[src/rtl/hazard_unit_mc.sv]
// rtl/hazard_unit_mc.sv - pipeline hazard/forwarding unit with multi-cycle execute hold
// Drives stall, flush, bubble and forward selects; counts stall and branch-flush cycles.
module hazard_unit_mc #(
  parameter int REG_AW   = 3,
  parameter int ZERO_REG = 1,
  parameter int MC_LAT   = 4,
  parameter int CNT_W    = 16
) (
  input  logic              clk,
  input  logic              rst,
  input  logic              RegWriteM,
  input  logic              RegWriteW,
  input  logic              ResultSrcE,
  input  logic              MultiCycleE,
  input  logic              PCSrcE,
  input  logic [REG_AW-1:0] RD_E,
  input  logic [REG_AW-1:0] RD_M,
  input  logic [REG_AW-1:0] RD_W,
  input  logic [REG_AW-1:0] Rs1_E,
  input  logic [REG_AW-1:0] Rs2_E,
  input  logic [REG_AW-1:0] Rs1_D,
  input  logic [REG_AW-1:0] Rs2_D,
  output logic [1:0]        ForwardAE,
  output logic [1:0]        ForwardBE,
  output logic              StallF,
  output logic              StallD,
  output logic              StallE,
  output logic              FlushD,
  output logic              FlushE,
  output logic              BubbleM,
  output logic              McBusy,
  output logic [CNT_W-1:0]  StallCount,
  output logic [CNT_W-1:0]  FlushCount
);

  localparam int CW = $clog2(MC_LAT) + 1;
  localparam bit MC_MULTI = (MC_LAT > 1);
  localparam logic [CW-1:0] CNT_INIT = MC_MULTI ? CW'(MC_LAT - 2) : '0;

  typedef enum logic {IDLE, BUSY} state_t;

  state_t            state_q, state_d;
  logic [CW-1:0]     cnt_q, cnt_d;
  logic [CNT_W-1:0]  stall_count_q, stall_count_d;
  logic [CNT_W-1:0]  flush_count_q, flush_count_d;
  logic              mc_start, mc, lu;

  function automatic logic match(input logic [REG_AW-1:0] a, input logic [REG_AW-1:0] b);
    return (a == b) && !((ZERO_REG != 0) && (a == '0));
  endfunction

  function automatic logic [1:0] fwd_sel(input logic [REG_AW-1:0] rs);
    if (RegWriteM && match(RD_M, rs))      return 2'b10;
    else if (RegWriteW && match(RD_W, rs)) return 2'b01;
    else                                   return 2'b00;
  endfunction

  always_comb begin
    mc_start = (state_q == IDLE) && MultiCycleE && !PCSrcE && MC_MULTI;
    mc       = mc_start || ((state_q == BUSY) && (cnt_q != '0));
    lu       = ResultSrcE && (match(RD_E, Rs1_D) || match(RD_E, Rs2_D));

    ForwardAE = rst ? 2'b00 : fwd_sel(Rs1_E);
    ForwardBE = rst ? 2'b00 : fwd_sel(Rs2_E);
    StallF    = !rst && (mc || lu);
    StallD    = !rst && (mc || lu);
    StallE    = !rst && mc;
    BubbleM   = !rst && mc;
    FlushD    = !rst && PCSrcE;
    // A held multi-cycle op must not be cleared by a load-use flush.
    FlushE    = !rst && (PCSrcE || (lu && !mc));
    McBusy    = !rst && (state_q == BUSY);

    state_d = state_q;
    cnt_d   = cnt_q;
    case (state_q)
      IDLE: if (mc_start) begin
        state_d = BUSY;
        cnt_d   = CNT_INIT;
      end
      BUSY: if (cnt_q != '0) cnt_d = cnt_q - 1'b1;
            else             state_d = IDLE;
      default: state_d = IDLE;
    endcase

    stall_count_d = stall_count_q;
    if (StallF && (stall_count_q != '1)) stall_count_d = stall_count_q + 1'b1;
    flush_count_d = flush_count_q;
    if (FlushD && (flush_count_q != '1)) flush_count_d = flush_count_q + 1'b1;
  end

  always_ff @(posedge clk) begin
    if (rst) begin
      state_q       <= IDLE;
      cnt_q         <= '0;
      stall_count_q <= '0;
      flush_count_q <= '0;
    end else begin
      state_q       <= state_d;
      cnt_q         <= cnt_d;
      stall_count_q <= stall_count_d;
      flush_count_q <= flush_count_d;
    end
  end

  assign StallCount = stall_count_q;
  assign FlushCount = flush_count_q;

endmodule

[config.mk]
export PLATFORM = sky130hd
export DESIGN_NAME = hazard_unit_mc
export DESIGN_NICKNAME = d
export VERILOG_FILES = /design/src/rtl/hazard_unit_mc.sv
export SDC_FILE = /design/constraint.sdc
export NUM_CORES = 1
export LEC_CHECK = 0
export ABC_AREA = 0
export CAP_MARGIN = 20
export CORE_MARGIN = 1
export CORE_UTILIZATION = 56
export CTS_CLUSTER_DIAMETER = 80
export CTS_CLUSTER_SIZE = 30
export DETAILED_ROUTE_END_ITERATION = 8
export DONT_BUFFER_PORTS = 1
export MAX_ROUTING_LAYER = met4
export PLACE_DENSITY = 0.74
export SLEW_MARGIN = 20
export SYNTH_ARGS = -nofsm -noshare
export SYNTH_HDL_FRONTEND = slang
export SYNTH_SLANG_ARGS = --single-unit
[constraint.sdc]
create_clock -name clk -period 1.8 [get_ports clk]
set_clock_uncertainty 0.2 [all_clocks]
set_input_delay 0.18 -clock clk [delete_from_list [all_inputs] [get_ports clk]]
set_output_delay 0.18 -clock clk [all_outputs]
set_load 0.005 [all_outputs]
==> run_results.csv <==
group,metric,value,unit
floorplanning,die_y,62.4,um
place,dp_cells,347,
cells_and_area,areaGrowthSynthToFinish,53.9,%
place,place_congestion,0.912,
sta,period_needed,2240,ps
worst_setup_path,reg2regPathDepth,6,
outcome,failed_checks,"negative setup slack",
worst_setup_path,crit_arrival,2310,ps
detailed_routing,ant_nets,0,
pwr,p_sw_frac,0.298,
clock_network,ctsRootBufferMaster,"clkbuf_4",
floorplanning,start_util,0.599,
cells_and_area,final_cells,376,
synth,synth_warnings,0,
detailed_routing,drc_errors,0,
grt,antenna_found_initial,0,
synth,async_flop_share,0,
sta,rsz0062_at_grt,"yes",
synth,netlist_area,2040,um^2
pwr,p_leak,1.16,nW
floorplanning,dieArea,3900,um^2
synth,synth_cells,245,
clock_network,cts.path.max_buffers,2,
detailed_routing,drtIter0Drc,225,
worst_setup_path,timing.critical_path.required,1870,ps
pwr,p_seq_frac,0.517,
synth,synth_top_area_frac,0.353,
pwr,p_int,1.12,mW
grt,track_usage,0.353,
flow_run,max_cap_viol_count,0,
worst_setup_path,end_kind,"flop",
sta,setup_ws,-439,ps
clock_network,insertion_delay,370,ps
synth,synth_most_common_cell,"dfxtp_1",
worst_setup_path,start_kind,"flop",
detailed_routing,routedWlPerCell,24.4,um
outcome,outcome,"finished with violations",
detailed_routing,wirelength,9190,um
grt,grt_max_degree,33,
synth,ys_types,44,
cells_and_area,n_antenna_cell,0,
sta,worst_pin_slew,699,ps
sta,period_share,1.24,
cells_and_area,fin_area,3150,um^2
pwr,combPwrFrac,0.201,
worst_setup_path,crit_fanout,7,
clock_network,cts_sinks,36,
synth,synth-edff-count,0,
sta,hold_violations,0,
pwr,power_density,508,nW/um^2
synth,postSynthAreaPerCell,8.34,um^2
grt,first_global_vias,2288,
clock_network,htree_levels,2,
clock_network,cts_tree,"yes",
place,dp_hpwl,3900,um
floorplanning,core-area,3420,um^2
synth,synth_common_cells,"dfxtp_1 (36), nor2_1 (30), nand3_1 (19)",
synth,ys_top_cells_by_area,"dfxtp_1 (35%), xnor2_1 (7.7%), nor2_1 (5.5%)",
synth,ys.flop_type,"dfxtp_1",
clock_network,numCtsBuffers,5,
pwr,switchingPower,0.476,mW
min_path,hold_path.class,"in2reg",
synth,synth_seq_area_share,0.353,
detailed_routing,firstDrtPassIters,5,
detailed_routing,vias,2621,
floorplanning,die_w,62.4,um
place,placed_area,2580,um^2
detailed_routing,vias_per_cell,6.97,
clock_network,path_clk_slew,130,ps
worst_setup_path,setup.worst_path.class,"reg2reg",
cells_and_area,drive_gt1_frac,0.476,
floorplanning,boundaryPins,71,
pwr,ir_drop,0.389,mV
cells_and_area,fin_nets,361,
grt,grt_overflow_total,0,
sta,maxSlewViolCount,0,
place,post-place-ws,-253,ps
sta,slew_headroom,0.528,
synth,yosys_register_bits,36,
place,place.port_buffers,0,
floorplanning,std_cell_rows,21,
min_path,hold_path_depth,3,
sta,clock.fmax,447,MHz
synth,synth_largest_area_cell,"dfxtp_1",
pwr,clock_power_share,0.283,
sta,setup_violations,33,
grt,grt_pass1_wl,10500,um
synth,synth_nets,277,
[area by class of cell]
class,count,area (um^2)
fillers,128,269
clock buffers,7,45.0
repair buffers,82,693
flip-flops and latches,36,751
well taps,46,57.6
clock inverters,1,5.00
inverters,8,30.0
multi-input cells,196,1570
[kinds of logic after synthesis]
| group | count (synthesis) | share of synthesized area |
|---|---|---|
| AND/OR/NAND/NOR | 108 | 0.282 |
| buffers and inverters | 14 | 0.0294 |
| flip-flops | 36 | 0.353 |
| AO/OA/AOI/OAI | 50 | 0.166 |
| multiplexers | 5 | 0.0251 |
| XOR/XNOR | 28 | 0.120 |
| adder cells (fa/ha/maj) | 4 | 0.0245 |
[worst max-delay path: stages, from the launching register on]
cell and delay [ps]:
dfxtp_1 380, nand4_1 180, o41ai_2 470, nor2_1 130
o211ai_1 290, o21ai_0 270, a21oi_1 220
[layout by cell type (no fill, tap or decap), types with 6 or more instances in the layout]
cell type	instances
buf_4	65
nor2_1	28
dfxtp_1	18
nand3_1	18
xnor2_1	17
dfxtp_2	15
nand2_1	13
buf_6	12
xor2_1	10
a21oi_1	7
a21oi_2	7
nand4_1	7
o21ai_0	6
or3_1	6
[per-layer routing]
metal | track usage | part of all wire | wire, um | vias up
met3 | 0.0730 | 0.11 | 1040 | 78
met2 | 0.590 | 0.47 | 4360 | 248
met4 | 0.157 | 0.073 | 673 | 0
met1 | 0.408 | 0.34 | 3120 | 1229
met5 | - | 0 | 0 | -
li1 | - | - | - | 1066
[repair_timing]
| action | CTS | global route |
|---|---|---|
| hold endpoints to repair | 36 | 1 |
| endpoints found under the setup margin | 26 | 34 |
| hold buffers | 4 | 1 |
| gates resized for setup | 31 | 57 |
| pin swaps | 15 | 23 |
| cloned | 1 | 0 |
| setup buffers | 8 | 8 |
[sequential cells by signal, summed over array words and instances (netlist names)]
| signal | flops |
|---|---|
| FlushCount | 16 |
| StallCount | 16 |
| cnt_q | 3 |
| state_q | 1 |
[power groups by stage]
stage	combinational [mW]	clock (mW)	sequential, mW
after floorplan	0.127	0	0.841
after global placement	0.173	0	0.834
after detailed placement	0.181	0	0.835
after CTS	0.245	0.432	0.819
after global routing	0.332	0.470	0.825
final	0.320	0.451	0.825
[final timing paths]
path              slack [ps]              to           start
setup reg to reg        -440  StallCount[11]  StallCount[15]
hold reg to reg          400   StallCount[6]   StallCount[6]
hold / removal            70   StallCount[7]             rst
setup / recovery        -440  StallCount[11]  StallCount[15]
[stage by stage]
step / total power [mW] / util / hold WS [ps] / TNS, ps
2_1_floorplan: 0.968 / - / 151 / -849
3_5_place_dp: 1.02 / 0.755 / 49.5 / -2320
3_3_place_gp: 1.01 / 0.755 / 49.8 / -1350
4_1_cts: 1.50 / 0.842 / -168 / -2520
5_1_grt: 1.63 / 0.921 / 69.3 / -7570
6_report: 1.60 / 0.921 / 69.4 / -6320
(Power assumes the default switching activity.)
